### config.mk
export PLATFORM = sky130hd
export DESIGN_NAME = gate_event_tx
export DESIGN_NICKNAME = d
export VERILOG_FILES = /design/src/rtl/parking_pkg.sv /design/src/rtl/slot_fifo.sv /design/src/rtl/gate_event_tx.sv
export SDC_FILE = /design/constraint.sdc
export NUM_CORES = 1
export LEC_CHECK = 0
export ABC_AREA = 1
export BUFFER_PORTS_ARGS = -buffer_cell sky130_fd_sc_hd__clkbuf_2
export CAP_MARGIN = 10
export CORE_ASPECT_RATIO = 0.8
export CORE_MARGIN = 2
export CORE_UTILIZATION = 45
export CTS_CLUSTER_SIZE = 40
export DETAILED_ROUTE_END_ITERATION = 8
export PLACE_DENSITY = 0.69
export SYNTH_ARGS = -nofsm -noshare
export SYNTH_HDL_FRONTEND = slang
export SYNTH_SLANG_ARGS = --single-unit
### constraint.sdc
create_clock -name clk -period 3.4 [get_ports clk]
set_input_delay 0.17 -clock clk [delete_from_list [all_inputs] [get_ports clk]]
set_output_delay 0.17 -clock clk [all_outputs]
set_load 0.01 [all_outputs]
### src/rtl/parking_pkg.sv
// Shared types and sizing for the parking gate event path.
// Pure declarations: no latency, no flow control.
package parking_pkg;

   localparam int ENTRY_QMAX  = 7;
   localparam int EXIT_DEPTH  = 4;
   localparam int SLOT_W      = 2;
   localparam int NUM_SLOTS   = 1 << SLOT_W;
   localparam int ENTRY_CNT_W = $clog2(ENTRY_QMAX + 1);

   typedef enum logic [1:0] {
      IDLE   = 2'd0,
      ISSUE  = 2'd1,
      SETTLE = 2'd2
   } gate_state_t;

   typedef logic [SLOT_W-1:0] slot_t;

   typedef struct packed {
      logic  entry;
      logic  exit;
      slot_t slot;
   } gate_req_t;

endpackage

### src/rtl/slot_fifo.sv
// Small synchronous FIFO holding queued exit slots; head is visible combinationally.
// Latency: one cycle push-to-head; a push while full is ignored unless a pop frees room in the same cycle.
module slot_fifo #(
   parameter int DEPTH = 4,
   parameter int WIDTH = 2
) (
   input  logic             clk,
   input  logic             rst_n,
   input  logic             push,
   input  logic [WIDTH-1:0] push_dat,
   input  logic             pop,
   output logic [WIDTH-1:0] head_dat,
   output logic             full,
   output logic             empty
);

   localparam int PTR_W = $clog2(DEPTH);
   localparam logic [PTR_W:0]   FULL_CNT = (PTR_W + 1)'(DEPTH);
   localparam logic [PTR_W-1:0] LAST_PTR = PTR_W'(DEPTH - 1);

   logic [WIDTH-1:0] mem [DEPTH];
   logic [PTR_W-1:0] rd_ptr;
   logic [PTR_W-1:0] wr_ptr;
   logic [PTR_W:0]   count;
   logic             do_push;
   logic             do_pop;

   assign full     = (count == FULL_CNT);
   assign empty    = (count == '0);
   assign do_pop   = pop && !empty;
   assign do_push  = push && (!full || do_pop);
   assign head_dat = mem[rd_ptr];

   always_ff @(posedge clk) begin
      if (do_push) begin
         mem[wr_ptr] <= push_dat;
      end
   end

   always_ff @(posedge clk or negedge rst_n) begin
      if (!rst_n) begin
         rd_ptr <= '0;
         wr_ptr <= '0;
         count  <= '0;
      end else begin
         if (do_push) begin
            wr_ptr <= (wr_ptr == LAST_PTR) ? '0 : wr_ptr + 1'b1;
         end
         if (do_pop) begin
            rd_ptr <= (rd_ptr == LAST_PTR) ? '0 : rd_ptr + 1'b1;
         end
         case ({do_push, do_pop})
            2'b10:   count <= count + 1'b1;
            2'b01:   count <= count - 1'b1;
            default: count <= count;
         endcase
      end
   end

endmodule

### src/rtl/gate_event_tx.sv
// Queues entry/exit gate requests and paces them to the parking FSM as one-cycle events.
// Latency: event 2 cycles after an idle request, >=3 cycles apart; no backpressure, overflow pulses drop.
module gate_event_tx
   import parking_pkg::*;
(
   input  logic                   clk,
   input  logic                   reset,
   input  logic                   entry_req,
   input  logic                   exit_req,
   input  logic [SLOT_W-1:0]      exit_req_slot,
   input  logic                   is_full,
   input  logic [NUM_SLOTS-1:0]   spots,
   output logic                   entry_signal,
   output logic                   exit_signal,
   output logic [SLOT_W-1:0]      exit_slot,
   output logic [ENTRY_CNT_W-1:0] entry_pending,
   output logic                   drop,
   output logic                   bad_exit
);

   localparam logic [ENTRY_CNT_W-1:0] QMAX = ENTRY_CNT_W'(ENTRY_QMAX);

   gate_state_t state;
   gate_req_t   req_q;
   slot_t       fifo_head;
   logic        fifo_full;
   logic        fifo_empty;
   logic        fifo_push;
   logic        take_exit;
   logic        take_entry;
   logic        entry_inc;
   logic        entry_ovf;
   logic        exit_ovf;

   // Requests are registered once before queueing, giving the fixed 2-cycle idle latency.
   always_ff @(posedge clk or negedge reset) begin
      if (!reset) begin
         req_q <= '0;
      end else begin
         req_q <= '{entry: entry_req, exit: exit_req, slot: exit_req_slot};
      end
   end

   assign take_exit  = (state == IDLE) && !fifo_empty;
   assign take_entry = (state == IDLE) && fifo_empty && (entry_pending != '0) && !is_full;

   // A request arriving at capacity is kept if a slot is freed in the same cycle.
   assign entry_ovf = req_q.entry && (entry_pending == QMAX) && !take_entry;
   assign entry_inc = req_q.entry && !entry_ovf;
   assign exit_ovf  = req_q.exit && fifo_full && !take_exit;
   assign fifo_push = req_q.exit && !exit_ovf;

   slot_fifo #(
      .DEPTH (EXIT_DEPTH),
      .WIDTH (SLOT_W)
   ) u_exit_fifo (
      .clk      (clk),
      .rst_n    (reset),
      .push     (fifo_push),
      .push_dat (req_q.slot),
      .pop      (take_exit),
      .head_dat (fifo_head),
      .full     (fifo_full),
      .empty    (fifo_empty)
   );

   always_ff @(posedge clk or negedge reset) begin
      if (!reset) begin
         entry_pending <= '0;
      end else if (entry_inc && !take_entry) begin
         entry_pending <= entry_pending + 1'b1;
      end else if (!entry_inc && take_entry) begin
         entry_pending <= entry_pending - 1'b1;
      end
   end

   always_ff @(posedge clk or negedge reset) begin
      if (!reset) begin
         drop <= 1'b0;
      end else begin
         drop <= entry_ovf || exit_ovf;
      end
   end

   always_ff @(posedge clk or negedge reset) begin
      if (!reset) begin
         state        <= IDLE;
         entry_signal <= 1'b0;
         exit_signal  <= 1'b0;
         exit_slot    <= '0;
         bad_exit     <= 1'b0;
      end else begin
         entry_signal <= 1'b0;
         exit_signal  <= 1'b0;
         exit_slot    <= '0;
         bad_exit     <= 1'b0;
         case (state)
            IDLE: begin
               if (take_exit) begin
                  // An exit for an empty slot is consumed without spending an ISSUE/SETTLE window.
                  if (spots[fifo_head]) begin
                     state       <= ISSUE;
                     exit_signal <= 1'b1;
                     exit_slot   <= fifo_head;
                  end else begin
                     bad_exit <= 1'b1;
                  end
               end else if (take_entry) begin
                  state        <= ISSUE;
                  entry_signal <= 1'b1;
               end
            end
            ISSUE:   state <= SETTLE;
            SETTLE:  state <= IDLE;
            default: state <= IDLE;
         endcase
      end
   end

endmodule

== Word-level counts from Yosys, hierarchy flattened ==
Memories as Yosys holds them, arrays and structs flattened.
Index checks and enable logic that the tools add are counted.
Word-level totals
  input port bits: 11
  RAM bits: 8
  logic and storage cells: 85
  flip-flop bits (word level): 22
  bits in read-only memories: 0
  bits in latches: 0
  memories: 1
Memories
  u_exit_fifo.mem: depth 4, width 2, rd ports 1, clocked after Yosys merged registers in 0, wr ports 1, RTL line slot_fifo.sv:21  | logic [WIDTH-1:0] mem [DEPTH];
Operators by class
  $mul: 0
  bitwise gates (word level): 0
  reductions and logical operators: 30
  add/subtract/negate cells: 6
  eq/ne operators: 9
  divide/modulo/power cells: 0
  order comparisons: 1
  muxes and demuxes: 25
  shift operators: 0
Operator list (count)
  2-bit 2-to-1 mux: 8
  1-bit logical AND: 14
  1-bit 2-to-1 mux: 12
  1-bit zero test: 8
  3-bit by 1-bit adder with 3-bit output (second input constant): 2
  2-bit equality test (second input constant): 3
  3-bit equality test (second input constant): 2
  3-bit 2-to-1 mux: 2
  3-bit case mux with 2 select lines: 1
  3-bit by 1-bit subtractor with 3-bit output (second input constant): 2
  2-bit by 1-bit adder with 2-bit output (second input constant): 2
  2-bit by 1-bit equality test with 1-bit output (second input constant): 2
  2-bit case mux with 2 select lines: 1
  2-bit nonzero test: 2
  3-bit zero test: 1
  2-bit by 3-bit < comparator with 1-bit output (second input constant): 1
  3-bit by 2-bit inequality test with 1-bit output (second input constant): 1
  3-bit inequality test (second input constant): 1
  3-bit nonzero test: 1
  1-bit binary-select mux with 2-bit select: 1
  2-bit zero test: 1
  1-bit logical OR: 2
  2-bit AND reduction: 1

== Depth between registers and ports, before layout ==
Gate-level depths: netlist of the first run.
  depth after elaboration: 12
  depth in mapped cells: 11
  depth with buffers taken out: 11

== Cells and area by module ==
Synthesis of the first run repeated with hierarchy kept, for this count alone.
Second synthesis, totals
  cells, all modules: 145
  area, all modules: 1451.4 um^2
By module, submodules not included
  slot_fifo: area an instance 782.0 um^2, instances 1, cells an instance 80, seq. area each 415.4 um^2
  gate_event_tx: area an instance 669.4 um^2, instances 1, cells an instance 65, seq. area each 375.4 um^2

== Worst setup path after synthesis of the first run ==
OpenSTA, ideal clock, no wires.
  path type: reg-to-reg
  start: register state[0]
  end: register entry_pending[2]
  setup slack: 1.364 ns
  data arrival time: 1.905 ns
  clock period less this slack: 2.036 ns
  data required time: 3.269 ns
  stages on the path, launching flop included: 12
  cells stage by stage: dfrtp_1 > nor2_1 > inv_1 > nor2_1 > nand2_1 > a21boi_0 > ha_1 > inv_1 > fa_1 > a21oi_1 > o21ai_0 > xor2_1
On the way
  longest elaborated chain between the ends: 11
  elaborated cells on any way between the ends: 13
Ends and longest elaborated chain
  start, declared: RTL line gate_event_tx.sv:23  | gate_state_t state;
  start signal, assigned: RTL line gate_event_tx.sv:87  | state <= IDLE;
  start signal, assigned: RTL line gate_event_tx.sv:102  | state <= ISSUE;
  start signal, assigned: RTL line gate_event_tx.sv:109  | state <= ISSUE;
  2-bit zero test *: RTL line gate_event_tx.sv:45  | assign take_entry = (state == IDLE) && fifo_empty && (entry_pending != '0) && !is_full;
  1-bit logical AND * (3 in series): RTL line gate_event_tx.sv:45
  1-bit zero test: RTL line gate_event_tx.sv:48, gate_event_tx.sv:70
  1-bit logical AND: RTL line gate_event_tx.sv:48  | assign entry_ovf = req_q.entry && (entry_pending == QMAX) && !take_entry;
  1-bit zero test: RTL line gate_event_tx.sv:49  | assign entry_inc = req_q.entry && !entry_ovf;
  1-bit logical AND: RTL line gate_event_tx.sv:49
  1-bit zero test: RTL line gate_event_tx.sv:72  | end else if (!entry_inc && take_entry) begin
  1-bit logical AND: RTL line gate_event_tx.sv:72
  2-bit nonzero test (no line)
  end signal, assigned: RTL line gate_event_tx.sv:71  | entry_pending <= entry_pending + 1'b1;
  end signal, assigned: RTL line gate_event_tx.sv:73  | entry_pending <= entry_pending - 1'b1;
  end, declared: RTL line gate_event_tx.sv:16  | output logic [ENTRY_CNT_W-1:0] entry_pending,
Every way passes the cells marked *; elsewhere a longest branch is shown, timed or not.
A chain may end at the register's enable or synchronous reset.

== Worst setup path after layout of the first run ==
Same ends and word-level chain as after synthesis.

==> impl_results.md, run 1 <==
- Synthesis-to-finish area growth: 22.4%
- Worst EP required: 3550 ps
- Top cells by count, synth: inv_1 (24), dfrtp_1 (22), nand2_1 (20)
- Clk_skew: 1.78 ps
- Syn Nets: 153
- Total global-route track usage: 15.8%
- Placer congestion estimate: 0.734
- Largest net degree at the start of global routing: 23
- Max Slew Vio Count: 0
- First-pass GRT wire length: 3.93 mm
- Asr flop ratio synth: 73.3%
- PortBufs: 19
- Top-area cell type share of the netlist area: 40.0%
- Root buf cell: clkbuf_8
- Power density over the cells: 936 mW/mm^2
- Setup crit end kind: register
- Final nets: 184
- Slew margin rel.: 63.4%
- Leakage: 0.851 nW
- Leading area contributor after synthesis: dfrtp_1
- CP Launch Type: register
- Worst hold path class: input port to register
- Post-synth EDFFs: 8
- Final Hold Fails: 0
- CTS Buffer Depth: 2
- Synth area leaders: dfrtp_1 (40%), edfxtp_1 (17%), inv_1 (6.5%), ha_1 (6.4%), nand2_1 (5.4%)
- Dpl ws: 1130 ps
- H-tree depth: 2
- Max Clk Rate: 433 MHz
- Clock sink count: 30
- DRC violations left: 0
- Setup TNS: 0 ps
- # resized after CTS: 0
- Aggregate global routing overflow: 0
- Fin crit period: 2310 ps
- Crit Path Max Fanout: 5
- Chip height: 53.5 um
- Via count: 935
- Top_reg_cell synth: dfrtp_1
- Max-Cap Viols: 0
- WL per Instance: 11.5 um
- Hold-fix buffers, CTS: 5
- Synthesized area: 0.00138 sq mm
- Yosys cell types: 20
- Rows: 17
- Register Area: 791 sq um
- Antenna-violating nets left: 0
- Antenna violations before repair: 0
- Post-synthesis sequential area ratio: 57.4%
- Core area: 0.00283 sq mm
- Top Ports: 20
- Drt first-iter violations: 34
- Setup CP Type: register to register
- ANT cells: 0
- Post-CTS Setup Bufs: 0
- Clk_lat worst skew: 270 ps
- Synth Area per Inst: 10.4 sq um
- Flops & latches, synth: 30
- Final setup violation count: 0
- Tcrit/Tclk final: 67.9%
- Die Wd: 65.9 um
- CTS Buf Count: 5
- Slew @ Worst Pin: 548 ps
- Drt pass-1 iters: 4
- RSZ-0062 raised after global routing: false
- Synthesis Warnings: 0
- Reg clk slew, reported paths: 60 ps
- Post-DR vias/cell: 4.61
- Final Util: 59.6%
- Area of the multi-input gates: 489 sq um
- Initial core utilization: 48.7%
- TritonCTS clock tree: yes
- Status: finished, final reports clean
- Final WS setup: 1090 ps
- DP HPWL: 1.82 mm
- Layout cells sized above 1: 24.2%
- Synth Instances: 133
- Final wirelength: 2.33 mm
- Die area: 0.00352 sq mm
- Arr. time, crit path: 2460 ps
- Vias in the first global route: 903
- Most frequent cell after synthesis: inv_1
- Worst vdd ir: 590 uV
- Fill cells: 248
## sequential cells by signal, summed over array words and instances (netlist names)
signal / count
u_exit_fifo.mem: 8
req_q: 4
entry_pending: 3
u_exit_fifo.count: 3
exit_slot: 2
state: 2
u_exit_fifo.rd_ptr: 2
u_exit_fifo.wr_ptr: 2
bad_exit: 1
drop: 1
entry_signal: 1
exit_signal: 1
## final timing paths
kind,end,start,slack (ps),depth (start not counted)
max reg2reg,entry_pending[2],state[0],1090,11
min,entry_signal,is_full,260,4
max,entry_pending[2],state[0],1090,11
min in group asynchronous,entry_signal,reset,410,2
max in group asynchronous,u_exit_fifo.wr_ptr[0],reset,2620,2
min reg2reg,state[1],state[1],430,1
## layout by cell type, fill, tap and decap left out, types with 3 or more instances in the layout
master and n:
inv_1 24, dfrtp_1 22, nand2_1 20, clkbuf_2 19, nor2_1 13, o21ai_0 8, edfxtp_1 8, ha_1 7
nand3_1 6, clkbuf_8 6, nand3_2 5, dlygate4sd3_1 5, nand2_2 4, a21oi_1 3
## final cells by class
cell class	instances	share of cell area [%]
Clock buffer	7	5.12
Clock inverter	1	1.78
Inverter	26	5.79
Multi-Input combinational cell	77	29.0
Sequential cell	30	46.9
Tap cell	38	2.82
Timing Repair Buffer	24	8.61
## layer usage
layer	part of all wire [%]	up-vias	global-route usage, %
met1	46	433	19.0
met4	1.1	0	6.25
met2	47	24	25.1
met5	0	-	0
li1	-	474	-
met3	4.8	4	7.02
## critical path, cell delays in order, from the launching register on
cell and delay, ps:
dfrtp_1 370, nor2_1 150, inv_1 100, nor2_1 160, nand2_1 150, a21boi_0 210, ha_1 180, inv_1 60
fa_1 370, a21oi_1 160, o21ai_0 120, xor2_1 150
## stage by stage
step / std cells / area, sq um / total power [mW] / hold slack (ps)
2_1_floorplan: 133 / 1380 / 1.05 / -126
3_3_place_gp: 190 / 1520 / 1.18 / 175
3_5_place_dp: 190 / 1520 / 1.22 / 177
4_1_cts: 203 / 1690 / 1.59 / 253
5_1_grt: 203 / 1690 / 1.72 / 279
6_report: 203 / 1690 / 1.58 / 258
## kinds of logic after synthesis
logic type | synth area share (%)
buf+inv | 7.08
xor+xnor | 2.54
fa+ha+maj | 9.26
mux | 0.817
simple gates | 18.3
compound gates | 4.54
flops | 57.4
## power by group
part / switching [mW] / internal, mW / leakage, nW
sequential: 0.0861 / 0.497 / 0.345
clock: 0.125 / 0.239 / 0.0585
combinational: 0.387 / 0.246 / 0.447
total: 0.598 / 0.981 / 0.851
Power figures use the tool's default switching activity.
==> run 2: changes to the inputs <==
- ABC_AREA: 1 -> 0
- PLACE_DENSITY: 0.69 -> 0.72
- clock period: 3.4 -> 1.85 ns (I/O delays scaled with it)
==> run 2 against run 1 <==
Worst hold slack lost 190 ps. Cell area up 9.0%. The flow now finishes with violations (setup timing). Flip-flop and latch count unchanged. Wire length increased by 9.8%. Combinational power up 150%. Count of clock-buffer cells in the layout is the same.
==> impl_results.md, run 2 <==
- Drt first-iter violations: 50 (was 34)
- Total global-route track usage: 17.8% (was 15.8%)
- Setup crit end kind: register (unchanged)
- Max reg flops: 8 (unchanged)
- CTS Buffer Depth: 2 (unchanged)
- Leakage: 0.887 nW (was 0.851 nW)
- Clock sink count: 30 (unchanged)
- Rows: 17 (unchanged)
- Top flop regs: u_exit_fifo.mem (8), req_q (4) (unchanged)
- Status: finished with violations (was finished, final reports clean)
- Post-synth EDFFs: 8 (unchanged)
- Core area: 0.00277 sq mm (was 0.00283 sq mm)
- First-pass GRT wire length: 4.17 mm (was 3.93 mm)
- Commonest non-fill, non-tap cell in the layout: buf_4 (was inv_1)
- Commonest non-fill, non-tap cells in the layout: buf_4 (23), dfrtp_1 (20), clkbuf_2 (19), edfxtp_1 (8), inv_1 (7) (was inv_1 (24), dfrtp_1 (22), nand2_1 (20), clkbuf_2 (19), nor2_1 (13))
- Leading area contributor after synthesis: dfrtp_1 (unchanged)
- PortBufs: 19 (unchanged)
- Top cells by count, synth: dfrtp_1 (22), inv_1 (9), edfxtp_1 (8) (was inv_1 (24), dfrtp_1 (22), nand2_1 (20))
- Max-Cap Viols: 0 (unchanged)
- Syn Nets: 111 (was 153)
- CTS Buf Count: 5 (unchanged)
- Setup CP Type: register to register (unchanged)
- Flops & latches, synth: 30 (unchanged)
- CP Launch Type: register (unchanged)
- Root buf cell: clkbuf_4 (was clkbuf_8)
- Worst vdd ir: 955 uV (was 590 uV)
- Final WS setup: -450 ps (was 1090 ps)
- Die Wd: 64.2 um (was 65.9 um)
- H-tree depth: 2 (unchanged)
- Final wirelength: 2.56 mm (was 2.33 mm)
- Design area: 0.00184 sq mm (was 0.00169 sq mm)
- Via count: 894 (was 935)
- Placer congestion estimate: 0.697 (was 0.734)
- Top Ports: 20 (unchanged)
- Top-area cell type share of the netlist area: 42.3% (was 40.0%)
- Fill cells: 204 (was 248)
- Arr. time, crit path: 2520 ps (was 2460 ps)
- Synth area leaders: dfrtp_1 (42%), edfxtp_1 (18%), ha_1 (6.7%), mux2_2 (3.5%), mux4_2 (3.5%) (was dfrtp_1 (40%), edfxtp_1 (17%), inv_1 (6.5%), ha_1 (6.4%), nand2_1 (5.4%))
- Drt pass-1 iters: 4 (unchanged)
- Reg2Reg Depth: 8 (was 11)
- Die area: 0.00334 sq mm (was 0.00352 sq mm)
- Antenna violations before repair: 0 (unchanged)
- Post-DP Area: 0.00159 sq mm (was 0.00152 sq mm)
- Final setup violation count: 5 (was 0)
- Top_reg_cell synth: dfrtp_1 (unchanged)
- ANT cells: 0 (unchanged)
- Initial core utilization: 47.1% (was 48.7%)
- Power density over the cells: 1670 mW/mm^2 (was 936 mW/mm^2)
- Slew margin rel.: 64.1% (was 63.4%)
- Final Hold Fails: 0 (unchanged)
- Post-synthesis sequential area ratio: 60.7% (was 57.4%)
- Failing checks: setup timing
- Reg clk slew, reported paths: 90 ps (was 60 ps)
- Biggest register: u_exit_fifo.mem (unchanged)
- Synthesis Warnings: 0 (unchanged)
- Synthesized area: 0.00130 sq mm (was 0.00138 sq mm)
- Final hold slack: 68.0 ps (was 258 ps)
- RSZ-0062 raised after global routing: true (was false)
- Max Slew Vio Count: 0 (unchanged)
- Synthesis-to-finish area growth: 41.1% (was 22.4%)
- Post-DR vias/cell: 4.78 (was 4.61)
- Worst EP required: 2070 ps (was 3550 ps)
- Clk_lat worst skew: 330 ps (was 270 ps)
- WL per Instance: 13.7 um (was 11.5 um)
- Hold Crit Depth: 3 (was 4)
- DP HPWL: 1.69 mm (was 1.82 mm)
- Vias in the first global route: 895 (was 903)
- Yosys cell types: 25 (was 20)
- Asr flop ratio synth: 73.3% (unchanged)
- Crit Path Max Fanout: 2 (was 5)
- Tcrit/Tclk final: 124% (was 67.9%)
- Slew @ Worst Pin: 538 ps (was 548 ps)
- Fin crit period: 2300 ps (was 2310 ps)
- DRC violations left: 0 (unchanged)
- Most frequent cell after synthesis: dfrtp_1 (was inv_1)
- Largest net degree at the start of global routing: 23 (unchanged)
- Chip height: 52.1 um (was 53.5 um)
- Aggregate global routing overflow: 0 (unchanged)
- TritonCTS clock tree: yes (unchanged)
- Layout cells sized above 1: 51.0% (was 24.2%)
- Synth Area per Inst: 14.3 sq um (was 10.4 sq um)
- Clk_skew: 7.33 ps (was 1.78 ps)
- Final nets: 168 (was 184)
- Worst hold path class: input port to register (unchanged)
- Max Clk Rate: 435 MHz (was 433 MHz)
- Antenna-violating nets left: 0 (unchanged)
- Synth Instances: 91 (was 133)
-- run 2: cell count changes in the layout (fill, tap and decap cells not counted), sizes merged, moves of 4 or more --
cell,previous run,this run
mux2,1,5
nand2,24,1
and2,0,5
nor2,14,6
mux2i,0,4
o21ai,8,1
inv,26,9
nand3,11,1
buf,0,26
-- run 2: path summary, 6_finish.rpt --
| kind | end | from | slack, ps |
|---|---|---|---|
| worst max register to register | entry_pending[1] | u_exit_fifo.count[2] | -450 |
| max in group asynchronous | state[0] | reset | 1190 |
| min in group asynchronous | req_q[1] | reset | 270 |
| worst min register to register | state[1] | state[1] | 520 |
| worst min-delay path | exit_slot[0] | spots[1] | 70 |
| worst max-delay path | entry_pending[1] | u_exit_fifo.count[2] | -450 |
-- run 2: kinds of logic (layout without fill, tap and decap cells) --
family                     Yosys count  after routing  share of synthesized area [%]
muxes                               11             11                           11.1
and+or+nand+nor                     22             22                           9.41
DFF                                 30             30                           60.7
buffers and inverters                9             67                           2.59
adders and majority gates            9              9                           9.80
xor gates and xnor gates             6              6                           4.03
AOI/OAI and AO/OA                    4              4                           2.31
-- run 2: final cells by class --
cell class | count | area, sq um | area share, %
clock buffers | 7 | 55.1 | 3.00
clock inverters | 1 | 5.00 | 0.272
inverters | 9 | 33.8 | 1.84
multi-input cells | 52 | 552 | 30.0
flip-flops and latches | 30 | 793 | 43.2
well taps | 38 | 47.5 | 2.59
repair buffers | 50 | 352 | 19.1
-- run 2: timing repair --
item / CTS / global route
hold buffers: 5 / 0
setup endpoints to repair: 4 / 6
hold endpoints to repair: 26 / 0
setup buffers: 10 / 4
resized for setup: 5 / 7
pin swaps: 4 / 0
-- run 2: metal layers --
layer	track usage, %	up-vias	part of all wire (%)
met5	0	-	0
met3	6.93	8	6.4
met4	10.6	0	2.0
met2	28.8	26	51
li1	-	424	-
met1	20.3	436	40
-- run 2: power breakdown --
| group | total [mW] | switching, mW | leakage [nW] | internal (mW) |
|---|---|---|---|---|
| Clock | 0.401 | 0.217 | 0.0353 | 0.184 |
| Sequential | 1.10 | 0.181 | 0.341 | 0.920 |
| Combinational | 1.57 | 0.686 | 0.510 | 0.883 |
-- run 2: critical path: stages, from the launching register on --
cell and delay, ps:
dfrtp_1 390, or3_4 410, nor4_4 190, buf_4 160, o31ai_2 70, ha_2 200
inv_2 60, fa_2 430, mux2_4 280
-- run 2: per-stage QoR --
step	util (%)	std cells	worst slack, ps	TNS [ps]	power [mW]
finish	66.5	187	-450	-1490	3.07
global route	66.5	187	-528	-2020	3.32
floorplan	-	91	-312	-744	1.93
global placement	57.3	161	-311	-838	2.31
detailed placement	57.3	161	-474	-1180	2.41
CTS	64.7	184	-417	-1410	2.99
==> run 3: changes to the inputs <==
- CORE_UTILIZATION: 45 -> 49
- PLACE_DENSITY: 0.72 -> 0.77
==> run 3 against run 2 <==
The run still ends with setup timing left. Clock skew is 1.4 ps lower. Worst hold slack better by 16 ps. Final cell count is 1.1% lower. Critical path depth is 2 higher. Via count is 2.6% lower. Wire length is 6.9% higher. Non-clock buffer count stayed put. Cell area is 0.54% lower. Sequential share of layout area is 0.17 points higher. Power is 0.32% higher. Clock power is 9.7% lower. Register-to-register slack worse by 20 ps.
==> impl_results.md, run 3 (synthesis results as in run 2) <==
- ANT cells: 0 (unchanged)
- Max reg flops: 8 (unchanged)
- Largest net degree at the start of global routing: 23 (unchanged)
- Final nets: 168 (unchanged)
- TritonCTS clock tree: yes (unchanged)
- Worst vdd ir: 1130 uV (was 955 uV)
- Area of the multi-input gates: 563 sq um (was 552 sq um)
- Power density over the cells: 1690 mW/mm^2 (was 1670 mW/mm^2)
- Vias in the first global route: 971 (was 895)
- Failing checks: setup timing (unchanged)
- Drt pass-1 iters: 4 (unchanged)
- Fin crit period: 2320 ps (was 2300 ps)
- Arr. time, crit path: 2570 ps (was 2520 ps)
- WL per Instance: 14.8 um (was 13.7 um)
- PortBufs: 19 (unchanged)
- Slew margin rel.: 63.6% (was 64.1%)
- First-pass GRT wire length: 4.49 mm (was 4.17 mm)
- Clk_lat worst skew: 330 ps (about the same)
- Drt first-iter violations: 20 (was 50)
- RSZ-0062 raised after global routing: true (unchanged)
- Max Clk Rate: 431 MHz (was 435 MHz)
- Top Ports: 20 (unchanged)
- Fill cells: 180 (was 204)
- Commonest non-fill, non-tap cell in the layout: buf_4 (unchanged)
- Tot Pwr: 3.08 mW (was 3.07 mW)
- Crit Path Max Fanout: 2 (unchanged)
- Core area: 0.00248 sq mm (was 0.00277 sq mm)
- Biggest register: u_exit_fifo.mem (unchanged)
- Max-Cap Viols: 0 (unchanged)
- Max Slew Vio Count: 0 (unchanged)
- Register Area: 792 sq um (was 793 sq um)
- Top flop regs: u_exit_fifo.mem (8), req_q (4) (unchanged)
- Aggregate global routing overflow: 0 (unchanged)
- Layout cells sized above 1: 49.7% (was 51.0%)
- Antenna-violating nets left: 0 (unchanged)
- Worst hold path class: input port to register (unchanged)
- Initial core utilization: 52.5% (was 47.1%)
- Rows: 16 (was 17)
- CP Launch Type: register (unchanged)
- Placer congestion estimate: 0.736 (was 0.697)
- Reg clk slew, reported paths: 90 ps (about the same)
- Die Wd: 61.6 um (was 64.2 um)
- Via count: 871 (was 894)
- Antenna violations before repair: 0 (unchanged)
- Setup CP Type: register to register (unchanged)
- CTS Buffer Depth: 2 (unchanged)
- Final hold slack: 83.6 ps (was 68.0 ps)
- Slew @ Worst Pin: 546 ps (was 538 ps)
- Total global-route track usage: 21.9% (was 17.8%)
- Final setup violation count: 5 (unchanged)
- Synthesis-to-finish area growth: 40.3% (was 41.1%)
- Clk_skew: 5.92 ps (was 7.33 ps)
- Worst EP required: 2100 ps (was 2070 ps)
- Chip height: 50.1 um (was 52.1 um)
- Final Hold Fails: 0 (unchanged)
- Post-DR vias/cell: 4.71 (was 4.78)
- Setup crit end kind: register (unchanged)
- Tcrit/Tclk final: 125% (was 124%)
- Leakage: 0.880 nW (was 0.887 nW)
- R2R Setup Slk: -470 ps (was -450 ps)
- Clock sink count: 30 (unchanged)
- Die area: 0.00309 sq mm (was 0.00334 sq mm)
- Final wirelength: 2.73 mm (was 2.56 mm)
- H-tree depth: 2 (unchanged)
- DP HPWL: 1.69 mm (about the same)
- DRC violations left: 0 (unchanged)
- CTS Buf Count: 5 (unchanged)
- Root buf cell: clkbuf_4 (unchanged)
- Commonest non-fill, non-tap cells in the layout: buf_4 (25), dfrtp_1 (21), clkbuf_2 (19), edfxtp_1 (8), inv_1 (6) (was buf_4 (23), dfrtp_1 (20), clkbuf_2 (19), edfxtp_1 (8), inv_1 (7))
- Status: finished with violations (unchanged)
- Final WS setup: -468 ps (was -450 ps)
[run 3: critical path, cell delays in order, from the launching register on]
cell     delay [ps]
dfrtp_1         390
or3_4           410
nor4_4          190
nor2_2           80
nor2b_1         130
ha_2            200
inv_2            40
fa_2            340
xor2_1          150
nor2_1          130
xor2_1          190
[run 3: report_power, final]
group	switching, mW	internal [mW]	total [mW]
Clock	0.220	0.142	0.362
Combinational	0.727	0.884	1.61
Sequential	0.190	0.918	1.11
[run 3: final cells by class]
cell class | count | share of cell area [%]
Clock buffer | 6 | 2.26
Inverter | 9 | 1.85
Timing Repair Buffer | 50 | 18.8
Multi-Input combinational cell | 52 | 30.8
Clock inverter | 2 | 0.479
Tap cell | 36 | 2.46
Sequential cell | 30 | 43.3
[run 3: timing repair]
item / 4_1_cts / 5_1_grt
endpoints found under the hold margin: 26 / 0
resized for setup: 6 / 6
gates cloned: 0 / 0
pin swaps: 2 / 5
hold buffers: 5 / 0
buffers inserted: 12 / 4
setup endpoints to repair: 4 / 6
[run 3: final timing paths]
check                                startpoint                     to  cells after the start
min                                    spots[1]           exit_slot[0]                      3
max reg2reg                u_exit_fifo.count[2]       entry_pending[2]                     10
max                        u_exit_fifo.count[2]       entry_pending[2]                     10
min reg2reg                            req_q[0]  u_exit_fifo.mem[1][0]                      0
min in group asynchronous                 reset           entry_signal                      2
max in group asynchronous                 reset               state[0]                      2
[run 3: metal layers]
layer / share of wire, % / global-route usage (%)
met1: 41 / 23.5
met2: 53 / 36.1
met3: 4.4 / 9.71
met4: 1.8 / 9.93
met5: 0 / 0
[run 3: through the flow]
step | instances | setup WS [ps] | utilization, % | cell area, sq um | setup TNS (ps)
after floorplan | 91 | -312 | - | 1350 | -744
after global placement | 159 | -309 | 63.8 | 1580 | -837
after detailed placement | 159 | -463 | 63.8 | 1580 | -1180
after CTS | 184 | -418 | 72.3 | 1790 | -1420
after global routing | 185 | -616 | 73.6 | 1830 | -2060
final | 185 | -468 | 73.6 | 1830 | -1550
